## src/rtl/cpu_types_pkg.sv

```systemverilog
// rtl/cpu_types_pkg.sv - shared CPU datapath types
package cpu_types_pkg;

    localparam int REG_W = 5;

    typedef logic [REG_W-1:0] regbits_t;

endpackage

```

## src/rtl/pipeline_ctrl_pkg.sv

```systemverilog
// rtl/pipeline_ctrl_pkg.sv - pipeline control states, control bundle and defaults
package pipeline_ctrl_pkg;

    typedef enum logic [1:0] {
        RUN      = 2'd0,
        MEM_WAIT = 2'd1,
        DRAIN    = 2'd2,
        HALTED   = 2'd3
    } hazard_state_t;

    // Bit positions inside the 4-bit stage enable / flush vectors
    localparam int STG_IF_ID  = 3;
    localparam int STG_ID_EX  = 2;
    localparam int STG_EX_MEM = 1;
    localparam int STG_MEM_WB = 0;

    typedef struct packed {
        logic       pc_enable;
        logic [3:0] enable;
        logic [3:0] flush;
        logic       halt_cpu;
    } hazard_ctl_t;

    // Everything held, nothing flushed: reset and HALTED baseline
    localparam hazard_ctl_t CTL_IDLE = '{pc_enable: 1'b0, enable: 4'b0000,
                                         flush: 4'b0000, halt_cpu: 1'b0};

    // Normal advance of every stage
    function automatic hazard_ctl_t ctl_advance();
        hazard_ctl_t c;
        c.pc_enable = 1'b1;
        c.enable    = 4'b1111;
        c.flush     = 4'b0000;
        c.halt_cpu  = 1'b0;
        return c;
    endfunction

endpackage

```

## src/rtl/load_use_detect.sv

```systemverilog
// rtl/load_use_detect.sv - detects an instruction in IF/ID reading a register loaded by ID/EX
module load_use_detect
    import cpu_types_pkg::*;
(
    input  logic     memread_ID_EX,
    input  regbits_t Rt_ID_EX,
    input  regbits_t Rs_IF_ID,
    input  regbits_t Rt_IF_ID,
    output logic     load_use
);

    // Register 0 is hardwired to zero, so a load into it never creates a dependency
    assign load_use = memread_ID_EX && (Rt_ID_EX != '0) &&
                      ((Rt_ID_EX == Rs_IF_ID) || (Rt_ID_EX == Rt_IF_ID));

endmodule

```

## src/rtl/hazard_ctrl.sv

```systemverilog
// rtl/hazard_ctrl.sv - pipeline hazard controller; HAZARD_PERF_EN adds stall/flush counters
module hazard_ctrl
    import cpu_types_pkg::*;
    import pipeline_ctrl_pkg::*;
#(
    parameter int CNT_W = 32
) (
    input  logic     CLK,
    input  logic     nRST,
    input  logic     ihit,
    input  logic     dhit,
    input  logic     dREN_EX_MEM,
    input  logic     dWEN_EX_MEM,
    input  logic     memread_ID_EX,
    input  regbits_t Rt_ID_EX,
    input  regbits_t Rs_IF_ID,
    input  regbits_t Rt_IF_ID,
    input  logic     branch_taken_EX,
    input  logic     halt_EX_MEM,
    input  logic     halt_MEM_WB,
    output logic     pc_enable,
    output logic     enable_IF_ID,
    output logic     enable_ID_EX,
    output logic     enable_EX_MEM,
    output logic     enable_MEM_WB,
    output logic     flush_IF_ID,
    output logic     flush_ID_EX,
    output logic     flush_EX_MEM,
    output logic     flush_MEM_WB,
    output logic     halt_cpu
`ifdef HAZARD_PERF_EN
    ,
    output logic [CNT_W-1:0] stall_cnt,
    output logic [CNT_W-1:0] flush_cnt
`endif
);

    hazard_state_t state_q, state_d;
    hazard_ctl_t   ctl;
    logic          mem_pend;
    logic          load_use;
    logic          br_flush;

    assign mem_pend = (dREN_EX_MEM | dWEN_EX_MEM) & ~dhit;

    load_use_detect u_load_use_detect (
        .memread_ID_EX (memread_ID_EX),
        .Rt_ID_EX      (Rt_ID_EX),
        .Rs_IF_ID      (Rs_IF_ID),
        .Rt_IF_ID      (Rt_IF_ID),
        .load_use      (load_use)
    );

    // Mealy control decode; a flushed stage keeps its enable high since the flush wins in the register
    always_comb begin
        ctl      = CTL_IDLE;
        state_d  = state_q;
        br_flush = 1'b0;
        case (state_q)
            RUN, MEM_WAIT: begin
                ctl     = ctl_advance();
                state_d = RUN;
                if (mem_pend) begin
                    ctl.pc_enable = 1'b0;
                    ctl.enable    = 4'b0001;
                    ctl.flush     = 4'b0001;
                    state_d       = MEM_WAIT;
                end else if (halt_EX_MEM) begin
                    ctl.pc_enable = 1'b0;
                    ctl.flush     = 4'b1110;
                    state_d       = DRAIN;
                end else if (branch_taken_EX) begin
                    // A load-use hit here is moot: the dependent instruction is flushed
                    ctl.pc_enable = ihit;
                    ctl.flush     = 4'b1100;
                    br_flush      = 1'b1;
                end else if (load_use) begin
                    ctl.pc_enable           = 1'b0;
                    ctl.enable[STG_IF_ID]   = 1'b0;
                    ctl.flush[STG_ID_EX]    = 1'b1;
                end else if (!ihit) begin
                    ctl.pc_enable           = 1'b0;
                    ctl.flush[STG_IF_ID]    = 1'b1;
                end
            end
            DRAIN: begin
                ctl           = ctl_advance();
                ctl.pc_enable = 1'b0;
                ctl.flush     = 4'b1110;
                if (halt_MEM_WB) begin
                    state_d = HALTED;
                end
            end
            HALTED: begin
                ctl.halt_cpu = 1'b1;
            end
            default: begin
                state_d = RUN;
            end
        endcase
        if (!nRST) begin
            ctl      = CTL_IDLE;
            br_flush = 1'b0;
        end
    end

    // State register; reset drops straight back to RUN from any state
    always_ff @(posedge CLK or negedge nRST) begin
        if (!nRST) begin
            state_q <= RUN;
        end else begin
            state_q <= state_d;
        end
    end

    assign pc_enable     = ctl.pc_enable;
    assign enable_IF_ID  = ctl.enable[STG_IF_ID];
    assign enable_ID_EX  = ctl.enable[STG_ID_EX];
    assign enable_EX_MEM = ctl.enable[STG_EX_MEM];
    assign enable_MEM_WB = ctl.enable[STG_MEM_WB];
    assign flush_IF_ID   = ctl.flush[STG_IF_ID];
    assign flush_ID_EX   = ctl.flush[STG_ID_EX];
    assign flush_EX_MEM  = ctl.flush[STG_EX_MEM];
    assign flush_MEM_WB  = ctl.flush[STG_MEM_WB];
    assign halt_cpu      = ctl.halt_cpu;

`ifdef HAZARD_PERF_EN
    logic [CNT_W-1:0] stall_cnt_q;
    logic [CNT_W-1:0] flush_cnt_q;

    // Saturating counters of PC stall cycles and branch flushes
    always_ff @(posedge CLK or negedge nRST) begin
        if (!nRST) begin
            stall_cnt_q <= '0;
            flush_cnt_q <= '0;
        end else begin
            if (!ctl.pc_enable && (state_q != HALTED) && (stall_cnt_q != '1)) begin
                stall_cnt_q <= stall_cnt_q + CNT_W'(1);
            end
            if (br_flush && (flush_cnt_q != '1)) begin
                flush_cnt_q <= flush_cnt_q + CNT_W'(1);
            end
        end
    end

    assign stall_cnt = stall_cnt_q;
    assign flush_cnt = flush_cnt_q;
`else
    // Keeps CNT_W referenced when the counters are compiled out
    logic [CNT_W-1:0] perf_unused;
    assign perf_unused = '0;
`endif

endmodule

```

## config.mk

```make
export PLATFORM = sky130hd
export DESIGN_NAME = hazard_ctrl
export DESIGN_NICKNAME = d
export VERILOG_FILES = /design/src/rtl/cpu_types_pkg.sv /design/src/rtl/pipeline_ctrl_pkg.sv /design/src/rtl/load_use_detect.sv /design/src/rtl/hazard_ctrl.sv
export SDC_FILE = /design/constraint.sdc
export NUM_CORES = 1
export LEC_CHECK = 0
export CORE_AREA = 2 2 39 41
export DETAILED_ROUTE_END_ITERATION = 12
export DIE_AREA = 0 0 41 43
export PLACE_DENSITY = 0.77
export SETUP_SLACK_MARGIN = 0.02
export SLEW_MARGIN = 20
export SYNTH_ARGS = -nofsm -noshare
export SYNTH_HDL_FRONTEND = slang
export SYNTH_HIERARCHICAL = 1
export SYNTH_SLANG_ARGS = --single-unit
```

## constraint.sdc

```tcl
create_clock -name CLK -period 5.83 [get_ports CLK]
set_clock_uncertainty 0.2 [all_clocks]
set_input_delay 1.4575 -clock CLK [delete_from_list [all_inputs] [get_ports CLK]]
set_output_delay 1.4575 -clock CLK [all_outputs]
set_load 0.02 [all_outputs]
```

# After elaboration in Yosys (flattened, before gate mapping)
# Index checks and enable logic that the tools add are counted.
word_totals:
  elab_cells: 41
  ff_bits: 2
  input_bits: 25
  output_inout_bits: 10
op_classes:
  muxes: 22
  n_eq_ne: 6
  bitwise_logic: 3
  n_reduce_logical: 9
op_table:
  columns: ["op", "count"]
  rows:
  - ["$pmux 9 s2", 1]
  - ["$eq 5x5->1", 2]
  - ["$mux 1", 10]
  - ["$mux 10", 1]
  - ["$mux 2", 5]
  - ["$mux 4", 2]
  - ["$reduce_bool 5->1", 1]
  - ["$eq 2x2->1 const B", 2]
  - ["$pmux 2 s2", 1]
  - ["$mux 3", 1]
  - ["$reduce_or 3->1", 1]
  - ["$eq 2x1->1 const B", 1]
  - ["$logic_and 1x1->1", 2]
  - ["$logic_not 2->1", 1]
  - ["$ne 2x2->1 const B", 1]
  - ["$pmux 1 s2", 1]
  - ["$reduce_and 2->1", 1]
  - ["$reduce_bool 2->1", 1]
  - ["$reduce_or 2->1", 1]
  - ["$and 1x1->1", 1]
  - ["$logic_or 1x1->1", 1]
  - ["$not 1->1", 1]
  - ["$or 1x1->1", 1]

# Depth between registers and ports, before layout
# Gate-level depths: netlist of run 1.
depth:
  word_depth: 9
  depth_mapped: 6
  mapped_depth_nobuf: 6

# Hierarchy
# The synthesis of run 1 kept the hierarchy.
by_module_without_submodules:
  columns: ["mod", "seq_area_each_um2", "instances", "area_each_um2", "cells_per_inst"]
  rows:
  - ["hazard_ctrl", 50.0, 1, 201.4, 24]
  - ["load_use_detect", 0.0, 1, 125.1, 17]

# Least setup slack after synthesis of run 1
# No wires, ideal clock.
synth_path:
  path_type: "input to output"
  start: "input Rt_ID_EX[1]"
  end: "output flush_IF_ID"
  n_path_buf: 0
  required_time_ps: 4173
  t_arrival_ps: 2963
  stages: 5
  setup_slack_ps: 1210
  path_cell_list: "or4_1 -> o21ai_1 -> a21oi_1 -> or2_1 -> a221oi_1"
synth_between:
  elab_chain_cells: 9
  elab_cells_between_ends: 12
  cone_classes: "2 x eq/ne; 6 x mux; 4 x reduce/logical"
synth_lines:
  columns: ["item", "line_no", "rtl"]
  rows:
  - ["start, declared", "hazard_ctrl.sv:15", "input regbits_t Rt_ID_EX,"]
  - ["$eq 5x5->1 / $reduce_bool 5->1 (equally long branches)", "load_use_detect.sv:14, load_use_detect.sv:13", null]
  - ["$logic_or 1x1->1 / $logic_and 1x1->1 (equally long branches)", "load_use_detect.sv:14, load_use_detect.sv:13", null]
  - ["$logic_and 1x1->1 *", "load_use_detect.sv:13", "assign load_use = memread_ID_EX && (Rt_ID_EX != '0) &&"]
  - ["via load_use", "hazard_ctrl.sv:41", "logic load_use;"]
  - ["$mux 1 *", "hazard_ctrl.sv:77", "end else if (load_use) begin"]
  - ["$mux 2 *", "hazard_ctrl.sv:72", "end else if (branch_taken_EX) begin"]
  - ["$mux 4 *", "hazard_ctrl.sv:68", "end else if (halt_EX_MEM) begin"]
  - ["$mux 4 *", "hazard_ctrl.sv:63", "if (mem_pend) begin"]
  - ["$pmux 9 s2 *", "hazard_ctrl.sv:59", "case (state_q)"]
  - ["$mux 10 *", "hazard_ctrl.sv:101", "if (!nRST) begin"]
  - ["end, declared", "hazard_ctrl.sv:26", "output logic flush_IF_ID,"]
# Mark *: on every way through the listed nets, which the timed path passes. The rest lies on a longest branch.

# Worst setup path in the final report of run 1
# Ends and elaborated chain as after synthesis.

==> impl_metrics.prom, run 1 <==
# TYPE chip_impl_metric gauge
chip_impl_info{name="end_kind",value="output pin"} 1
chip_impl_metric{name="power_density",unit="nW/um2"} 104
chip_impl_info{name="worst_setup_path_start_kind",value="primary input"} 1
chip_impl_metric{name="count_of_nets_after_finishing",unit=""} 104
chip_impl_metric{name="placed_cells_incl_taps",unit=""} 90
chip_impl_metric{name="relative_contribution_of_combinational_cells_to_total_power",unit=""} 0.408
chip_impl_info{name="clock_tree_from_tritoncts",value="built"} 1
chip_impl_metric{name="insertion_delay",unit="ps"} 220
chip_impl_info{name="synth_common_cells",value="sky130_fd_sc_hd__xor2_1, sky130_fd_sc_hd__xnor2_1, sky130_fd_sc_hd__a221oi_1, sky130_fd_sc_hd__inv_1, sky130_fd_sc_hd__nor3_1"} 1
chip_impl_metric{name="placement.cell_area",unit="um2"} 679
chip_impl_metric{name="post_synth_inst_count",unit=""} 41
chip_impl_metric{name="synth.yosys.seq_area_share",unit=""} 0.153
chip_impl_metric{name="post_cts_buffers",unit=""} 0
chip_impl_metric{name="clk_path_buf_depth",unit=""} 2
chip_impl_metric{name="initialDrtViolationCount",unit=""} 2
chip_impl_metric{name="timing.final.crit_period",unit="ps"} 5430
chip_impl_metric{name="drc",unit=""} 0
chip_impl_metric{name="die_y",unit="um"} 43
chip_impl_metric{name="max-slew-margin-rel",unit=""} 0.786
chip_impl_metric{name="antenna-diode-count",unit=""} 0
chip_impl_metric{name="syn_area_per_cell",unit="um2"} 7.96
chip_impl_info{name="layout_top_registers",value="state_q: 2 flops"} 1
chip_impl_metric{name="p_seq_frac",unit=""} 0.192
chip_impl_metric{name="switching_share",unit=""} 0.221
chip_impl_metric{name="floorplan.initialDensity",unit=""} 0.236
chip_impl_metric{name="timing.max_cap.violations",unit=""} 0
chip_impl_metric{name="crit_path_max_fanout",unit=""} 3
chip_impl_metric{name="num_rows",unit=""} 14
chip_impl_metric{name="largest_net_degree_at_the_start_of_global_routing",unit=""} 9
chip_impl_metric{name="placeableCoreArea",unit="um2"} 1380
chip_impl_info{name="most_repeated_cell_in_the_gate_level_netlist_after_synthesis",value="sky130_fd_sc_hd__xor2_1"} 1
chip_impl_info{name="cts-root-buf",value="sky130_fd_sc_hd__clkbuf_4"} 1
chip_impl_metric{name="post_synth_num_cell_types",unit=""} 22
chip_impl_metric{name="finalWeightedCongestion",unit=""} 0.662
chip_impl_metric{name="p_leak",unit="nW"} 0.269
chip_impl_info{name="worst_hold_path_type",value="reg2reg"} 1
chip_impl_metric{name="finalSetupTns",unit="ps"} 0
chip_impl_metric{name="cts.hold.buffers_added",unit=""} 0
chip_impl_metric{name="required_time_worst_endpoint",unit="ps"} 4170
chip_impl_metric{name="floorplan.die.width",unit="um"} 41
chip_impl_metric{name="cts_inserted_buffers",unit=""} 3
chip_impl_metric{name="first_global_vias",unit=""} 412
chip_impl_info{name="run_status",value="completed"} 1
chip_impl_info{name="largest_register",value="state_q"} 1
chip_impl_metric{name="drt_wl_total",unit="um"} 954
chip_impl_metric{name="design.portCount",unit=""} 35
chip_impl_metric{name="final_layout_size_suffix_gt1_frac",unit=""} 0.104
chip_impl_metric{name="net-switching-power",unit="mW"} 0.0161
chip_impl_metric{name="maxSlewViolCount",unit=""} 0
chip_impl_metric{name="postSynthNetCount",unit=""} 66
chip_impl_metric{name="dieArea",unit="um2"} 1760
chip_impl_metric{name="synth_area",unit="um2"} 327
chip_impl_metric{name="wl_per_cell",unit="um"} 10.3
chip_impl_metric{name="final_design_area_no_fill",unit="um2"} 702
chip_impl_metric{name="cts_max_level",unit=""} 1
chip_impl_metric{name="postSynth.asyncResetShare",unit=""} 1.00
chip_impl_info{name="post_synth_main_area_contributors",value="sky130_fd_sc_hd__xor2_1, sky130_fd_sc_hd__dfrtp_1, sky130_fd_sc_hd__xnor2_1, sky130_fd_sc_hd__a221oi_1, sky130_fd_sc_hd__nor3_1"} 1
chip_impl_metric{name="hold_violations",unit=""} 0
chip_impl_metric{name="cts.clk_slew.worst_paths",unit="ps"} 30
chip_impl_metric{name="internal_power",unit="mW"} 0.0569
chip_impl_metric{name="clock_power_share",unit=""} 0.400
chip_impl_metric{name="tightest_slew",unit="ps"} 318
chip_impl_metric{name="numClockSinks",unit=""} 2
chip_impl_metric{name="ir_worst_vdd",unit="mV"} 0.0460
chip_impl_metric{name="fin_cells",unit=""} 93
chip_impl_info{name="yosys_most_used_dff",value="sky130_fd_sc_hd__dfrtp_1"} 1
chip_impl_metric{name="grt_antenna_before_repair",unit=""} 0
chip_impl_metric{name="post_cts_repair_resize_count",unit=""} 0
chip_impl_metric{name="detailed_placer_s_ending_hpwl",unit="um"} 878
chip_impl_metric{name="worst_ep_arrival_time",unit="ps"} 3770
chip_impl_metric{name="timing.final.crit_share",unit=""} 0.932
chip_impl_info{name="post-synth-top-area-cell",value="sky130_fd_sc_hd__xor2_1"} 1
chip_impl_metric{name="io_buffers",unit=""} 34
chip_impl_metric{name="yosys_warning_total",unit=""} 6
chip_impl_metric{name="number_of_enable_type_register_cells_in_the_synthesized_netlist",unit=""} 0
chip_impl_metric{name="ys_ff_latch",unit=""} 2
chip_impl_metric{name="setup_violation_total_in_the_final_timing_report",unit=""} 0
chip_impl_metric{name="route.detailed.vias_per_inst",unit=""} 4.59
chip_impl_metric{name="antenna_violating_nets_post_route",unit=""} 0
chip_impl_metric{name="largest_reg_flops",unit=""} 2
chip_impl_metric{name="fmaxAchievable",unit="MHz"} 184
chip_impl_metric{name="grt_first_pass_wirelength",unit="um"} 1480
chip_impl_info{name="rsz0062_at_grt",value="false"} 1
chip_impl_metric{name="gr-total-overflow",unit=""} 0
chip_impl_info{name="critPathKind",value="in2out"} 1
chip_impl_metric{name="drtPass1Iterations",unit=""} 2
chip_impl_metric{name="area_growth_syn_to_fin",unit="%"} 115
chip_impl_metric{name="post-synth-top-area-fraction",unit=""} 0.161
chip_impl_metric{name="vias",unit=""} 427
chip_impl_metric{name="groute.usage.overall",unit=""} 0.118
==> worst paths after layout <==
path | from | endpoint | slack (ps) | depth (start not counted)
worst max-delay path | Rt_ID_EX[1] | flush_IF_ID | 400 | 7
worst min-delay path | state_q[0]$_DFFE_PN0P_ | state_q[0]$_DFFE_PN0P_ | 330 | 2
worst max register to register | state_q[1]$_DFFE_PN0P_ | state_q[0]$_DFFE_PN0P_ | 4880 | 2
worst min register to register | state_q[0]$_DFFE_PN0P_ | state_q[0]$_DFFE_PN0P_ | 330 | 2
max in group asynchronous | nRST | state_q[1]$_DFFE_PN0P_ | 4020 | 1
min in group asynchronous | nRST | state_q[0]$_DFFE_PN0P_ | 1240 | 1
==> routing by layer <==
| metal | vias to the layer above | track usage | wire length, um |
|---|---|---|---|
| met3 | 0 | 0.0419 | 138 |
| met4 | 0 | 0.0200 | 0 |
| li1 | 223 | - | - |
| met2 | 26 | 0.231 | 524 |
| met5 | - | 0 | 0 |
| met1 | 178 | 0.106 | 291 |
==> metrics by stage <==
stage | power, mW | util | hold slack, ps | setup slack [ps]
6_report | 0.0731 | 0.507 | 334 | 398
2_1_floorplan | 0.0235 | - | 291 | 1210
5_1_grt | 0.0782 | 0.507 | 389 | 239
4_1_cts | 0.0749 | 0.507 | 345 | 366
3_5_place_dp | 0.0444 | 0.491 | 335 | 375
3_3_place_gp | 0.0440 | 0.491 | 323 | 425
==> critical path: stages <==
cell and delay [ps]:
sky130_fd_sc_hd__clkdlybuf4s50_1 460, sky130_fd_sc_hd__or4_1 530, sky130_fd_sc_hd__o21ai_1 120, sky130_fd_sc_hd__a21oi_1 70, sky130_fd_sc_hd__or2_1 210, sky130_fd_sc_hd__a221oi_1 260, sky130_fd_sc_hd__clkdlybuf4s50_1 650
==> cells by family (layout without fill, tap and decap cells) <==
logic type | Yosys count | after routing | synth area share
buffers and inverters | 4 | 40 | 0.0575
flip-flops | 2 | 2 | 0.153
AO/OA/AOI/OAI | 14 | 14 | 0.326
AND/OR/NAND/NOR | 11 | 11 | 0.195
XOR/XNOR | 10 | 10 | 0.268
==> cells in the final DEF, fill, tap and decap left out, drive strengths merged <==
| master | instances |
|---|---|
| a221oi | 3 |
| dfrtp | 2 |
| a21o | 1 |
| or4 | 1 |
| a21oi | 2 |
| nor2 | 1 |
| a21bo | 1 |
| o2111a | 1 |
| and2 | 1 |
| xnor2 | 4 |
| o21bai | 1 |
| o21ai | 3 |
| nand3 | 2 |
| xor2 | 6 |
| inv | 3 |
| a211oi | 1 |
| and3 | 2 |
| o21ba | 1 |
| clkdlybuf4s50 | 34 |
| nor3 | 3 |
| clkbuf | 3 |
| or2 | 1 |
==> power by group through the flow <==
| stage | logic (mW) | clock network [mW] | registers, mW |
|---|---|---|---|
| 2_1_floorplan | 0.00939 | 0 | 0.0141 |
| 3_3_place_gp | 0.0298 | 0 | 0.0141 |
| 3_5_place_dp | 0.0302 | 0 | 0.0141 |
| 4_1_cts | 0.0303 | 0.0306 | 0.0140 |
| 5_1_grt | 0.0327 | 0.0316 | 0.0140 |
| 6_report | 0.0298 | 0.0292 | 0.0140 |
==> area by class of cell <==
type / instances / area (um2)
multi-input combinational: 35 / 258
tap: 16 / 20.0
fill: 153 / 682
inverter: 3 / 11.3
timing repair buffer: 34 / 340
clock buffer: 3 / 22.5
sequential: 2 / 50.0
Note: power is estimated with default switching activity, not from simulation.
==> run 2: changes to the inputs <==
--- a/config.mk
+++ b/config.mk
@@ -8,6 +8,7 @@
 export CORE_AREA = 2 2 39 41
 export DETAILED_ROUTE_END_ITERATION = 12
 export DIE_AREA = 0 0 41 43
+export GPL_ROUTABILITY_DRIVEN = 0
 export PLACE_DENSITY = 0.77
 export SETUP_SLACK_MARGIN = 0.02
 export SLEW_MARGIN = 20
==> results of run 2 <==
No change in the layout: final DEF, timing and power equal those of run 1.
==> variant: new RTL, config.mk and constraints of run 2 <==
Add a define of `HAZARD_PERF_EN`.
--- a/src/rtl/hazard_ctrl.sv
+++ b/src/rtl/hazard_ctrl.sv
@@ -1,2 +1,4 @@
 // rtl/hazard_ctrl.sv - pipeline hazard controller; HAZARD_PERF_EN adds stall/flush counters
+`define HAZARD_PERF_EN
+
 module hazard_ctrl
Function (old outputs only; new: flush_cnt and stall_cnt): kept (Yosys induction, for registers that start in step).
==> variant against run 2 <==
The run now fails in global placement without I/O (3_1_place_gp_skip_io); synthesized area grew to 11 times the old value.
==> variant: results (changes against run 2) <==
| Parameter | Value | Delta |
|:---|:---|:---|
| Register area share after synthesis | 48.02% | +33 points |
| Most common flop cell mapped by yosys | sky130_fd_sc_hd__dfrtp_1 |  |
| Share of Yosys cell area claimed by the top area cell type | 48.02% | +32 points |
| Compound-gate portion of the synthesized area | 3.128% | -29 points |
| Stage where the flow stopped | global placement without I/O (3_1_place_gp_skip_io) |  |
| Post-synthesis cell count | 338 | +720% |
| Post-synth ARST share | 100.0% | unchanged |
| Flop and latch count out of synthesis | 66 | +64 |
| Largest cells by area after synthesis | sky130_fd_sc_hd__dfrtp_1 (48%), sky130_fd_sc_hd__xor2_1 (9.9%), sky130_fd_sc_hd__xnor2_1 (8.4%), sky130_fd_sc_hd__nand3_1 (5.1%), sky130_fd_sc_hd__nand4_1 (4.5%) |  |
| Synthesized net count | 365 | +450% |
| Most instantiated cells after synthesis | sky130_fd_sc_hd__dfrtp_1 (66), sky130_fd_sc_hd__xor2_1 (39), sky130_fd_sc_hd__nand3_1 (35) |  |
| Error Message | [ERROR GPL-0301] Utilization 267.308 % exceeds 100%. |  |
| Result of the run | stopped before the end |  |
| Number of warnings reported in the yosys synthesis log | 6 | unchanged |
| Mean instance size in the synthesized netlist | 10.18 um2 | +28% |
| Synth cell types | 40 | +82% |
| Post-Synth Adder-Cell Area | 0.7275% | +0.73 points |
| Share of synthesized area spent on multiplexers | 0.7639% | +0.76 points |
| Synth Area in XOR/XNOR | 18.33% | -8.5 points |
==> variant: cell types whose count changed after synthesis, sizes merged, moves of 22 or more <==
cell / change
xor2: +33
nand3: +33
xnor2: +29
nor3: +22
nand4: +26
nand2: +23
dfrtp: +64
==> variant: logic make-up after synthesis <==
group / Yosys count
simple gates: 166
xor+xnor: 72
flops: 66
compound gates: 15
buf+inv: 15
mux: 2
fa+ha+maj: 2
